<file path="src/rtl/cdb_arbiter_pkg.sv">
// Shared constants and the round-robin helper for the completion-bus arbiter.
package cdb_arbiter_pkg;

   localparam int ROB_SZ_LOG = 3;
   localparam int CDB_TAG_W  = ROB_SZ_LOG + 1;

   localparam logic [1:0] CDB_ALU = 2'd0;
   localparam logic [1:0] CDB_LAD = 2'd1;
   localparam logic [1:0] CDB_STR = 2'd2;

   // One-hot grant {str, lad, alu}: first requester after last in ALU->LAD->STR order.
   function automatic logic [2:0] rr_grant(input logic [1:0] last, input logic [2:0] req);
      logic [2:0] g;
      g = 3'b000;
      case (last)
         CDB_ALU: begin
            if (req[1])      g = 3'b010;
            else if (req[2]) g = 3'b100;
            else if (req[0]) g = 3'b001;
         end
         CDB_LAD: begin
            if (req[2])      g = 3'b100;
            else if (req[0]) g = 3'b001;
            else if (req[1]) g = 3'b010;
         end
         default: begin
            if (req[0])      g = 3'b001;
            else if (req[1]) g = 3'b010;
            else if (req[2]) g = 3'b100;
         end
      endcase
      return g;
   endfunction

   function automatic logic [1:0] grant_src(input logic [2:0] g);
      logic [1:0] s;
      s = CDB_ALU;
      if (g[1])      s = CDB_LAD;
      else if (g[2]) s = CDB_STR;
      return s;
   endfunction

endpackage

</file>
<file path="src/rtl/cdb_arbiter_fifo.sv">
// Per-source completion FIFO; head is read combinationally so a grant can
// register it onto the CDB in the same cycle it is popped.
module cdb_arbiter_fifo #(
   parameter int DEPTH = 4,
   parameter int W     = 8
) (
   input  logic                    clk,
   input  logic                    rst,
   input  logic                    rdy,
   input  logic                    flush,
   input  logic                    push,
   input  logic                    pop,
   input  logic [W-1:0]            din,
   output logic [W-1:0]            head,
   output logic [$clog2(DEPTH):0]  count,
   output logic                    full
);

   localparam int AW = $clog2(DEPTH);
   localparam logic [AW:0] FULL_CNT = (AW+1)'(DEPTH);

   logic [W-1:0]  mem [DEPTH];
   logic [AW-1:0] wr_ptr_reg;
   logic [AW-1:0] rd_ptr_reg;
   logic [AW:0]   count_reg;
   logic          active;
   logic          read_en;
   logic          write_en;

   assign full   = (count_reg == FULL_CNT);
   assign active = !rst && rdy && !flush;
   assign read_en  = active && pop && (count_reg != '0);
   // A push into a full FIFO is only kept when the head leaves on the same edge.
   assign write_en = active && push && (!full || read_en);

   always_ff @(posedge clk) begin
      if (write_en) mem[wr_ptr_reg] <= din;
   end

   always_ff @(posedge clk) begin
      if (rst) begin
         wr_ptr_reg <= '0;
         rd_ptr_reg <= '0;
         count_reg  <= '0;
      end else if (rdy) begin
         if (flush) begin
            wr_ptr_reg <= '0;
            rd_ptr_reg <= '0;
            count_reg  <= '0;
         end else begin
            if (write_en) wr_ptr_reg <= wr_ptr_reg + AW'(1);
            if (read_en)  rd_ptr_reg <= rd_ptr_reg + AW'(1);
            case ({write_en, read_en})
               2'b10:   count_reg <= count_reg + (AW+1)'(1);
               2'b01:   count_reg <= count_reg - (AW+1)'(1);
               default: count_reg <= count_reg;
            endcase
         end
      end
   end

   assign head  = mem[rd_ptr_reg];
   assign count = count_reg;

endmodule

</file>
<file path="src/rtl/cdb_arbiter.sv">
// Round-robin arbiter that drains three completion FIFOs onto one registered
// common data bus feeding the ROB update port and RS wakeup.
module cdb_arbiter
   import cdb_arbiter_pkg::*;
#(
   parameter int DEPTH = 4,
   parameter int TAG_W = CDB_TAG_W
) (
   input  logic             clk,
   input  logic             rst,
   input  logic             rdy,
   input  logic             flush,
   input  logic             alu_valid,
   input  logic [TAG_W-1:0] alu_tag,
   input  logic [31:0]      alu_res,
   input  logic [31:0]      alu_res2,
   input  logic             lad_valid,
   input  logic [TAG_W-1:0] lad_tag,
   input  logic [31:0]      lad_res,
   input  logic             str_valid,
   input  logic [TAG_W-1:0] str_tag,
   output logic             alu_full,
   output logic             lad_full,
   output logic             str_full,
   output logic             cdb_valid,
   output logic [1:0]       cdb_src,
   output logic [TAG_W-1:0] cdb_tag,
   output logic [31:0]      cdb_res,
   output logic [31:0]      cdb_res2
);

   localparam int CW    = $clog2(DEPTH) + 1;
   localparam int ALU_W = TAG_W + 64;
   localparam int LAD_W = TAG_W + 32;

   logic [ALU_W-1:0] alu_head;
   logic [LAD_W-1:0] lad_head;
   logic [TAG_W-1:0] str_head;
   logic [CW-1:0]    alu_count;
   logic [CW-1:0]    lad_count;
   logic [CW-1:0]    str_count;
   logic [2:0]       req;
   logic [2:0]       grant;
   logic [1:0]       last_grant_reg;

   logic             cdb_valid_reg;
   logic [1:0]       cdb_src_reg;
   logic [TAG_W-1:0] cdb_tag_reg;
   logic [31:0]      cdb_res_reg;
   logic [31:0]      cdb_res2_reg;

   cdb_arbiter_fifo #(.DEPTH(DEPTH), .W(ALU_W)) u_alu_fifo (
      .clk(clk), .rst(rst), .rdy(rdy), .flush(flush),
      .push(alu_valid), .pop(grant[0]), .din({alu_tag, alu_res, alu_res2}),
      .head(alu_head), .count(alu_count), .full(alu_full)
   );

   cdb_arbiter_fifo #(.DEPTH(DEPTH), .W(LAD_W)) u_lad_fifo (
      .clk(clk), .rst(rst), .rdy(rdy), .flush(flush),
      .push(lad_valid), .pop(grant[1]), .din({lad_tag, lad_res}),
      .head(lad_head), .count(lad_count), .full(lad_full)
   );

   cdb_arbiter_fifo #(.DEPTH(DEPTH), .W(TAG_W)) u_str_fifo (
      .clk(clk), .rst(rst), .rdy(rdy), .flush(flush),
      .push(str_valid), .pop(grant[2]), .din(str_tag),
      .head(str_head), .count(str_count), .full(str_full)
   );

   // Requests come from registered counts, so this cycle's pushes cannot win.
   assign req   = {str_count != '0, lad_count != '0, alu_count != '0};
   assign grant = rr_grant(last_grant_reg, req);

   always_ff @(posedge clk) begin
      if (rst) begin
         cdb_valid_reg  <= 1'b0;
         cdb_src_reg    <= CDB_ALU;
         cdb_tag_reg    <= '0;
         cdb_res_reg    <= '0;
         cdb_res2_reg   <= '0;
         last_grant_reg <= CDB_STR;
      end else if (rdy) begin
         if (flush) begin
            cdb_valid_reg  <= 1'b0;
            last_grant_reg <= CDB_STR;
         end else if (grant != 3'b000) begin
            cdb_valid_reg  <= 1'b1;
            cdb_src_reg    <= grant_src(grant);
            last_grant_reg <= grant_src(grant);
            if (grant[0]) begin
               cdb_tag_reg  <= alu_head[ALU_W-1 -: TAG_W];
               cdb_res_reg  <= alu_head[63:32];
               cdb_res2_reg <= alu_head[31:0];
            end else if (grant[1]) begin
               cdb_tag_reg  <= lad_head[LAD_W-1 -: TAG_W];
               cdb_res_reg  <= lad_head[31:0];
               cdb_res2_reg <= '0;
            end else begin
               cdb_tag_reg  <= str_head;
               cdb_res_reg  <= '0;
               cdb_res2_reg <= '0;
            end
         end else begin
            cdb_valid_reg <= 1'b0;
         end
      end
   end

   assign cdb_valid = cdb_valid_reg;
   assign cdb_src   = cdb_src_reg;
   assign cdb_tag   = cdb_tag_reg;
   assign cdb_res   = cdb_res_reg;
   assign cdb_res2  = cdb_res2_reg;

endmodule
</file>
<file path="config.mk">
export PLATFORM = sky130hd
export DESIGN_NAME = cdb_arbiter
export DESIGN_NICKNAME = d
export VERILOG_FILES = /design/src/rtl/cdb_arbiter_pkg.sv /design/src/rtl/cdb_arbiter_fifo.sv /design/src/rtl/cdb_arbiter.sv
export SDC_FILE = /design/constraint.sdc
export NUM_CORES = 1
export LEC_CHECK = 0
export CAP_MARGIN = 20
export CORE_UTILIZATION = 41
export CTS_CLUSTER_DIAMETER = 80
export DETAILED_ROUTE_END_ITERATION = 10
export REMOVE_ABC_BUFFERS = 1
export SETUP_SLACK_MARGIN = 0.2
export SYNTH_ARGS = -nofsm -noshare
export SYNTH_HDL_FRONTEND = slang
export SYNTH_SLANG_ARGS = --single-unit
</file>
<file path="constraint.sdc">
create_clock -name clk -period 4 [get_ports clk]
set_clock_uncertainty 0.05 [all_clocks]
set_input_delay 0.6 -clock clk [delete_from_list [all_inputs] [get_ports clk]]
set_output_delay 0.6 -clock clk [all_outputs]
set_load 0.005 [all_outputs]
</file>
=== Word-level counts from Yosys, hierarchy flattened ===
Memories as Yosys holds them, arrays and structs flattened. A register that Yosys moved wholly into a read port is not among the register bits.
Index checks and enable logic that the tools add are counted.
Widths: inputs -> output; s select.

* Memories: 3
* Register bits: 94
* Logic and storage cells: 140
* Output and inout bits: 74
* Memory bits (writable): 432

* Add/sub/neg operators: 12
* Reduce and logical (&&, ||, !) cells: 48
* Mux-type cells: 51
* Bitwise logic cells: 1
* Equality and inequality tests: 10

{| class="wikitable"
|+ Memory list
! memory !! words !! bits a word !! rd ports !! clocked after Yosys merged registers in !! write ports !! RTL line !! RTL
|-
| u_alu_fifo.mem || 4 || 68 || 1 || 1 || 1 || cdb_arbiter_fifo.sv:22 || <nowiki>logic [W-1:0] mem [DEPTH];</nowiki>
|-
| u_lad_fifo.mem || 4 || 36 || 1 || 1 || 1 || cdb_arbiter_fifo.sv:22 ||
|-
| u_str_fifo.mem || 4 || 4 || 1 || 1 || 1 || cdb_arbiter_fifo.sv:22 ||
|}

{| class="wikitable"
|+ Operators by type and width
! kind !! number
|-
| $mux 32 || 3
|-
| $mux 2 || 24
|-
| $mux 3 || 9
|-
| $pmux 3 s2 || 4
|-
| $reduce_bool 3->1 || 7
|-
| $reduce_and 2->1 || 10
|-
| $logic_and 1x1->1 || 14
|-
| $reduce_bool 2->1 || 7
|-
| $add 2x1->2 const B || 6
|-
| $add 3x1->3 const B || 3
|-
| $eq 3x3->1 const B || 3
|-
| $mux 1 || 9
|-
| $sub 3x1->3 const B || 3
|-
| $eq 2x1->1 const B || 4
|-
| $mux 4 || 2
|-
| $eq 2x2->1 const B || 3
|-
| $logic_not 1->1 || 5
|-
| $logic_or 1x1->1 || 3
|-
| $reduce_and 3->1 || 1
|-
| $logic_not 2->1 || 1
|-
| $not 1->1 || 1
|}

=== Longest topological paths before layout ===
Gate-level depths: netlist of run 1.

* Word-level depth: 12
* Mapped depth: 12
* Gate-level depth less buffers: 11

=== Modules after synthesis ===
Synthesis of run 1 repeated with hierarchy kept, for this count alone.

* Cell total of the unflattened synthesis: 1,040
* Area total of the unflattened synthesis: 20,179.4 um^2

{| class="wikitable"
|+ By module, submodules not included
! module !! cells each !! seq. area each (um^2) !! area an instance (um^2) !! times used
|-
| cdb_arbiter_fifo at u_alu_fifo || 417 || 8,348.0 || 10,383.7 || 1
|-
| cdb_arbiter_fifo at u_lad_fifo || 249 || 4,504.3 || 5,779.3 || 1
|-
| cdb_arbiter || 281 || 1,461.4 || 2,831.5 || 1
|-
| cdb_arbiter_fifo at u_str_fifo || 93 || 660.6 || 1,184.9 || 1
|}

=== Worst setup path after synthesis of run 1 ===
No wires, ideal clock.

* Kind: in2reg
* From: input flush
* To: memory u_alu_fifo.mem[1][0] in the netlist's numbering (enable)
* Path buffers: 0
* Cell stages on the path: 4
* Arrival: 3.028 ns
* Slack: 0.489 ns
* Required time: 3.517 ns
* Cells stage by stage: nor3b_1 -> nand2_1 -> a21oi_1 -> and2_1

* Longest elaborated chain between the ends: 8
* Elaborated cells on any way between the ends: 9

{| class="wikitable"
|+ Ends and longest elaborated chain
! element !! RTL line !! RTL
|-
| start, declared || cdb_arbiter.sv:12 || <nowiki>input logic flush,</nowiki>
|-
| $logic_not 1->1 * || cdb_arbiter_fifo.sv:31 || <nowiki>assign active = !rst && rdy && !flush;</nowiki>
|-
| $logic_and 1x1->1 * || cdb_arbiter_fifo.sv:31 ||
|-
| $logic_and 1x1->1 (2 in a row) || cdb_arbiter_fifo.sv:32 || <nowiki>assign read_en = active && pop && (count_reg != '0);</nowiki>
|-
| $logic_or 1x1->1 || cdb_arbiter_fifo.sv:34 || <nowiki>assign write_en = active && push && (!full || read_en);</nowiki>
|-
| $logic_and 1x1->1 * || cdb_arbiter_fifo.sv:34 ||
|-
| $mux 1 * || cdb_arbiter_fifo.sv:37 || <nowiki>if (write_en) mem[wr_ptr_reg] <= din;</nowiki>
|-
| $mux 1 (not written as such) * || cdb_arbiter_fifo.sv:37 ||
|-
| end, declared || cdb_arbiter_fifo.sv:22 ||
|}

Mark *: on every way between the ends. The rest lies on a longest branch, timed or not.

=== Final worst setup path of run 1 ===
* From: register u_str_fifo.count_reg[2] (netlist: u_str_fifo.count[2])
* To: register u_lad_fifo.count_reg[2] (netlist: u_lad_fifo.count[2])

* Longest elaborated chain between the ends: 10
* Elaborated cells on any way between the ends: 13

{| class="wikitable"
|+ Ends and longest elaborated chain
! element !! RTL line !! RTL
|-
| start, declared || cdb_arbiter_fifo.sv:25 || <nowiki>logic [AW:0] count_reg;</nowiki>
|-
| start signal, assigned || cdb_arbiter_fifo.sv:54 || <nowiki>2'b10: count_reg <= count_reg + (AW+1)'(1);</nowiki>
|-
| start signal, assigned || cdb_arbiter_fifo.sv:55 || <nowiki>2'b01: count_reg <= count_reg - (AW+1)'(1);</nowiki>
|-
| start signal, assigned || cdb_arbiter_fifo.sv:56 || <nowiki>default: count_reg <= count_reg;</nowiki>
|-
| $reduce_bool 3->1 * || cdb_arbiter.sv:71 || <nowiki>assign req = {str_count != '0, lad_count != '0, alu_count != '0};</nowiki>
|-
| $mux 3 * || cdb_arbiter_pkg.sv:22 || <nowiki>if (req[2]) g = 3'b100;</nowiki>
|-
| $pmux 3 s2 * || cdb_arbiter_pkg.sv:15 || <nowiki>case (last)</nowiki>
|-
| $logic_and 1x1->1 * (2 in a row) || cdb_arbiter_fifo.sv:32 ||
|-
| $logic_or 1x1->1 || cdb_arbiter_fifo.sv:34 ||
|-
| $logic_and 1x1->1 || cdb_arbiter_fifo.sv:34 ||
|-
| $eq 2x1->1 or $eq 2x2->1 (tied branches) || cdb_arbiter_fifo.sv:53 || <nowiki>case ({write_en, read_en})</nowiki>
|-
| $pmux 3 s2 or $reduce_bool 3->1 (tied branches) || -- ||
|-
| $mux 3 or $reduce_and 2->1 (tied branches) || -- ||
|-
| end signal, assigned || cdb_arbiter_fifo.sv:54 ||
|-
| end signal, assigned || cdb_arbiter_fifo.sv:55 ||
|-
| end signal, assigned || cdb_arbiter_fifo.sv:56 ||
|-
| end, declared || cdb_arbiter_fifo.sv:25 ||
|}

Marks and branches as above.
A chain may end at the register's enable or synchronous reset.

==> out/results.txt, run 1 <==
status = complete, no violations
clock share of power = 0.428
clk root buf = clkbuf_16
Placement Setup Slack = 0.8122 ns
max cap viols = 0
Comb power frac = 0.043
Largest Register = u_alu_fifo.mem
Final Power = 11.47 mW
dpl hpwl = 27410 um
critical path cell sequence = nor3_4 -> o22ai_1 -> or2_1 -> nor3_1 -> xor2_1 -> ha_1 -> nor2_1 -> mux2i_1 -> o32ai_2 -> mux2i_1 -> a21oi_1
Hold Path Class = in -> reg
critical-path maximum fanout = 8
WL final = 45340 um
PortBufs = 188
initial antenna violation count = 3
CTS Hold Buffers Added = 0
worst r2r src = u_str_fifo.count[2]
Non-Filler Instances = 1938
Crit. path cell count = 11
CP Capture Point = u_lad_fifo.count[2]
Seq pwr share = 0.529
ANT cells = 0
Die Wd = 222.2 um
Crit Path Class = reg -> reg
layout cells sized above 1 = 0.1859
crit share post-route = 0.7014
area fraction of the dominant cell type after synthesis = 0.6523
Peak VDD IR = 0.3348 mV
Post-Synthesis Cells = 1063
max reg flops = 272
RSZ-0062 raised after global routing = false
clock-pin slew on the worst setup and hold paths = 0.06 ns
Max stage delay on crit path = 0.46 ns
Ys Warns = 0
core area = 47750 um^2
switch share = 0.2031
global-route wire length before repair = 67740 um
Rows = 80
syn avg cell area = 18.71 um^2
clock tree sinks = 532
crit end category = flip-flop
Rel. slew slack = 0.4005
pwr dens = 467.3 nW/um^2
io pins = 189
Crit. Startpoint = u_str_fifo.count[2]
top flop regs = u_alu_fifo.mem (272), u_lad_fifo.mem (144)
via density per instance = 5.383
Vias = 10430
Worst Path Buf+Inv = 0
placer congestion estimate = 0.7966
CP max stage cell = nor3_4
nature of the critical path startpoint = flip-flop
Post-DRT Antenna Nets = 0
CP required = 4.40 ns
vias in the first global route = 10730
EDFF count, synth = 432
Async SR Flop Fraction = 0
final setup margin = 1.194 ns
Routed WL per cell = 23.40 um
Top FF cell, synth = edfxtp_1
cts bufs inserted = 54
Worst R2R End = u_lad_fifo.count[2]
LEAKAGE = 7.765 nW
Arrival @ worst endpoint = 3.21 ns
Post-Syn Area = 19890 um^2
Post-CTS Resized = 0
R2R Setup Slk = 1.19 ns
crit path time final = 2.806 ns
Initial Util = 0.4165
H-tree depth = 2
Worst R2R Path Depth = 11
Int Pwr = 9.142 mW
largest area contributor in the netlist = edfxtp_1
DR pass1 iterations = 5
Layout area overhead = 23.44%
# setup viols final = 0
DR iter-0 viols = 624
largest net degree at the start of global routing = 57
transition time of the tightest slew-check pin = 0.8993 ns
GRT Total Usage = 0.1849
placed cell count = 1837
CP top delay family = simple AND/OR/NAND/NOR gates
GRT overflow = 0
fmax = 356.4 MHz
clock tree from TritonCTS = built
Sw Pwr = 2.329 mW
Final Core Density = 0.5142
DRC violations left = 0
synthesized flop and latch total = 532
cell mode on critical path = mux2i_1
Max clock buf depth = 3
max-slew violation count = 0
Filler cells = 3879
Yosys cell types = 52
Skew-Pair Late Insertion Delay = 0.59 ns
die area = 49390 um^2
sequential-to-total area share from yosys stat = 0.7530
final net count = 1408
total setup buffers inserted after CTS = 0
largest cells by area after synthesis = edfxtp_1 65%, mux4_2 12%, dfxtp_1 10%
Fin. Hold Viols = 0
die height = 222.2 um
-- worst register-to-register path, delay by kind of cell (launching register included) --
family                     cells  cell delay (ns)
xor gates and xnor gates       1             0.10
adders and majority gates      1             0.22
AOI/OAI and AO/OA              3             0.48
DFF                            1             0.38
and+or+nand+nor                4             1.15
muxes                          2             0.30
-- cell type report --
cell class	count	area (um^2)	area share
sequential	532	14990	0.6105
tap	615	769.5	0.03135
inverter	13	48.80	0.001988
clock inverter	17	148.9	0.006065
clock buffer	84	1595	0.06498
timing repair buffer	220	2332	0.09501
multi-input combinational	457	4667	0.1901
-- per-stage QoR --
step | setup TNS [ns] | area [um^2] | hold slack [ns]
after floorplan | -0.5512 | 19650 | 0.3857
after global placement | 0 | 22800 | 0.4041
after detailed placement | 0 | 22800 | 0.4056
after CTS | 0 | 24550 | 0.3821
after global routing | 0 | 24550 | 0.4034
final | 0 | 24550 | 0.4061
-- worst min path at each step --
stage,endpoint,startpoint,slack [ns],cells past startpoint
detailed placement,flip-flop,u_alu_fifo.rd_ptr_reg[1],0.41,1
finish,u_alu_fifo.count[0],rst,0.41,2
floorplan,flip-flop,u_alu_fifo.rd_ptr_reg[1],0.39,1
global placement,flip-flop,u_alu_fifo.rd_ptr_reg[1],0.40,1
CTS,u_alu_fifo.count[0],rst,0.38,2
global route,u_alu_fifo.count[0],rst,0.40,2
-- cells in the mapped netlist, types with 2 or more instances --
master,number
o221a_2,2
nor2b_1,5
edfxtp_1,432
a22oi_1,40
mux4_2,108
o32ai_1,2
a21oi_1,19
ha_1,14
buf_1,2
and3_1,4
a32o_1,3
a221oi_1,29
nor3_4,2
mux2i_1,8
and2_1,11
nor3_1,32
clkbuf_1,49
o22ai_1,2
a311oi_1,2
nand2b_1,6
xnor2_1,2
a21o_1,2
nor3b_1,2
nand3_1,3
o21ai_0,12
o211ai_1,2
dfxtp_1,100
or3_1,6
nand2_1,13
buf_2,10
inv_1,13
nor2_1,101
a211oi_1,4
o21a_1,3
-- routing by layer --
layer / routed length (um) / track usage
met2: 21980 / 0.2995
met1: 19700 / 0.2516
met5: 44 / 0
met4: 790 / 0.04435
met3: 2835 / 0.04602
-- power by group through the flow --
| stage | clock [mW] | combinational, mW | sequential, mW |
|---|---|---|---|
| 2_1_floorplan | 0 | 0.167 | 6.18 |
| 3_3_place_gp | 0 | 0.492 | 6.18 |
| 3_5_place_dp | 0 | 0.499 | 6.18 |
| 4_1_cts | 5.05 | 0.501 | 6.06 |
| 5_1_grt | 5.24 | 0.535 | 6.07 |
| 6_report | 4.91 | 0.494 | 6.06 |
-- cells in the final DEF, fill, tap and decap left out, types with 13 or more instances in the layout --
cell type,n
buf_12,17
nor3_1,32
a221oi_1,29
buf_4,16
mux4_2,108
inv_1,13
clkbuf_16,55
a22oi_1,40
dfxtp_1,96
edfxtp_1,432
a21oi_1,19
clkbuf_1,18
ha_1,14
nor2_1,100
clkdlybuf4s50_1,187
-- cell families after synthesis --
| family | Yosys count | share of synthesized area |
|---|---|---|
| flip-flops | 532 | 0.7530 |
| AO/OA/AOI/OAI | 132 | 0.04964 |
| buffers and inverters | 74 | 0.01460 |
| multiplexers | 116 | 0.1263 |
| AND/OR/NAND/NOR | 191 | 0.04530 |
| adder cells (fa/ha/maj) | 15 | 0.009815 |
| XOR/XNOR | 3 | 0.001321 |
Power figures use the tool's default switching activity.
==> run 2: changes to the inputs <==
clock period = 2.8 ns   (was 4 ns; I/O delays follow)
==> run 2 against run 1 <==
Critical path depth down 2. Design area up 1.7%. Die area stayed put. Via count rose by 2.2%. Highest routed layer unchanged. First-iteration DRC count rose by 23%. Register-to-register slack lost 0.92 ns. Largest cell class unchanged. Maximum frequency is 11% higher.
==> out/results.txt, run 2 (synthesized netlist as in run 1, its figures left out) <==
clock share of power = 0.437
cts bufs inserted = 53
pwr dens = 669.0 nW/um^2
Rows = 80
Layout area overhead = 25.53%
largest net degree at the start of global routing = 67
critical path cell sequence = nor3_2 -> nand2_1 -> a21oi_1 -> nand3b_1 -> fa_1 -> nor3b_1 -> o21a_1 -> a311oi_1 -> o32ai_1
Placement Setup Slack = 0.1099 ns
top flop regs = u_alu_fifo.mem (272), u_lad_fifo.mem (144)
most frequent cells in the layout = 432 x edfxtp_1, 187 x clkdlybuf4s50_1, 108 x mux4_2
# setup viols final = 0
Hold Path Class = in -> reg
Hold Crit Start = rst
max reg flops = 272
CP max stage cell = fa_1
status = complete, no violations
Skew-Pair Late Insertion Delay = 0.61 ns
Arrival @ worst endpoint = 2.92 ns
global-route wire length before repair = 68990 um
final net count = 1432
CP required = 3.19 ns
Filler cells = 3757
clk root buf = clkbuf_16
Routed WL per cell = 23.26 um
Max clock buf depth = 3
worst r2r src = u_alu_fifo.count[0]
layout cells sized above 1 = 0.2079
Fin. Hold Viols = 0
die height = 222.2 um
Top Metal Used = met5
clock tree sinks = 532
GRT Total Usage = 0.1878
worst hold path stage count = 3
Min Hold Slack = 0.2025 ns
Largest Register = u_alu_fifo.mem
commonest non-fill, non-tap cell in the layout = edfxtp_1
die area = 49390 um^2
nature of the critical path startpoint = flip-flop
Worst R2R End = u_str_fifo.count[2]
Final Power = 16.70 mW
DR pass1 iterations = 5
ANT cells = 0
crit end category = flip-flop
Peak VDD IR = 0.5505 mV
switch share = 0.2042
R2R Setup Slk = 0.28 ns
via density per instance = 5.433
dpl hpwl = 28540 um
Post-DRT Antenna Nets = 0
critical-path maximum fanout = 7
initial antenna violation count = 6
FF/Latch Area = 14990 um^2
LEAKAGE = 7.954 nW
met2 WL post-DR = 22710 um
max cap viols = 0
placer congestion estimate = 0.7357
io pins = 189
Final Core Density = 0.5228
Placed Area = 23090 um^2
routed wl met3 = 2461 um
H-tree depth = 2
Die Wd = 222.2 um
Rel. slew slack = 0.4460
transition time of the tightest slew-check pin = 0.8310 ns
Crit Path Class = reg -> reg
vias in the first global route = 11060
RSZ-0062 raised after global routing = true
Int Pwr = 13.29 mW
Max stage delay on crit path = 0.44 ns
clock tree from TritonCTS = built
clock-pin slew on the worst setup and hold paths = 0.06 ns
Final Cell Area = 24960 um^2
Worst R2R Path Depth = 9
Comb power frac = 0.045
Metal-1 WL = 19610 um
CTS Hold Buffers Added = 0
core area = 47750 um^2
final setup TNS = 0 ns
final setup margin = 0.2792 ns
Vias = 10660
PortBufs = 188
DR iter-0 viols = 769
DRC violations left = 0
placed cell count = 1857
Sw Pwr = 3.410 mW
max-slew violation count = 0
multi-input logic area = 4678 um^2
crit share post-route = 0.9003
Seq pwr share = 0.519
fmax = 396.7 MHz
GRT overflow = 0
Worst Hold End = u_str_fifo.count[2]
WL final = 45640 um
Non-Filler Instances = 1962
Initial Util = 0.4165
crit path time final = 2.521 ns
==> run 2: power by group through the flow <==
stage | combinational [mW] | sequential [mW] | clock, mW
detailed placement | 0.742 | 8.83 | 0
finish | 0.743 | 8.66 | 7.30
CTS | 0.747 | 8.66 | 7.47
global placement | 0.732 | 8.83 | 0
global route | 0.803 | 8.67 | 7.76
floorplan | 0.239 | 8.83 | 0
==> run 2: critical path, delay by kind of cell, from the launching register on <==
family / cells / cell delay [ns]
AO/OA/AOI/OAI: 4 / 0.78
AND/OR/NAND/NOR: 4 / 0.72
adder cells (fa/ha/maj): 1 / 0.44
flip-flops: 1 / 0.38
==> run 2: layout make-up <==
class | count | share of cell area
Sequential cell | 532 | 0.6005
Timing Repair Buffer | 245 | 0.1065
Tap cell | 615 | 0.03083
Clock buffer | 73 | 0.05975
Inverter | 13 | 0.001955
Multi-Input combinational cell | 457 | 0.1874
Clock inverter | 27 | 0.01313
==> run 2: how the worst max path moves through the flow <==
stage | cells after the start | to | slack [ns] | startpoint
2_1_floorplan | 3 | cdb_res[0] | -1.22 | flip-flop
3_3_place_gp | 8 | u_alu_fifo.mem[3][29] | 0.10 | rdy
3_5_place_dp | 8 | u_str_fifo.count[2] | 0.11 | rdy
4_1_cts | 11 | u_lad_fifo.count[2] | 0.24 | u_str_fifo.count[2]
5_1_grt | 9 | u_str_fifo.count[2] | 0.14 | u_alu_fifo.count[0]
6_report | 9 | u_str_fifo.count[2] | 0.28 | u_alu_fifo.count[0]
==> run 2: timing repair <==
item / in CTS / in global routing
endpoints found under the setup margin: 1 / 4
gates cloned: 0 / 0
gates resized for setup: 0 / 5
pin swaps: 1 / 3
setup buffers: 1 / 4
==> run 2: layer usage <==
layer / track usage / vias up
li1: - / 4776
met1: 0.2543 / 5514
met5: 0 / -
met4: 0.04189 / 12
met3: 0.04192 / 71
met2: 0.3105 / 286
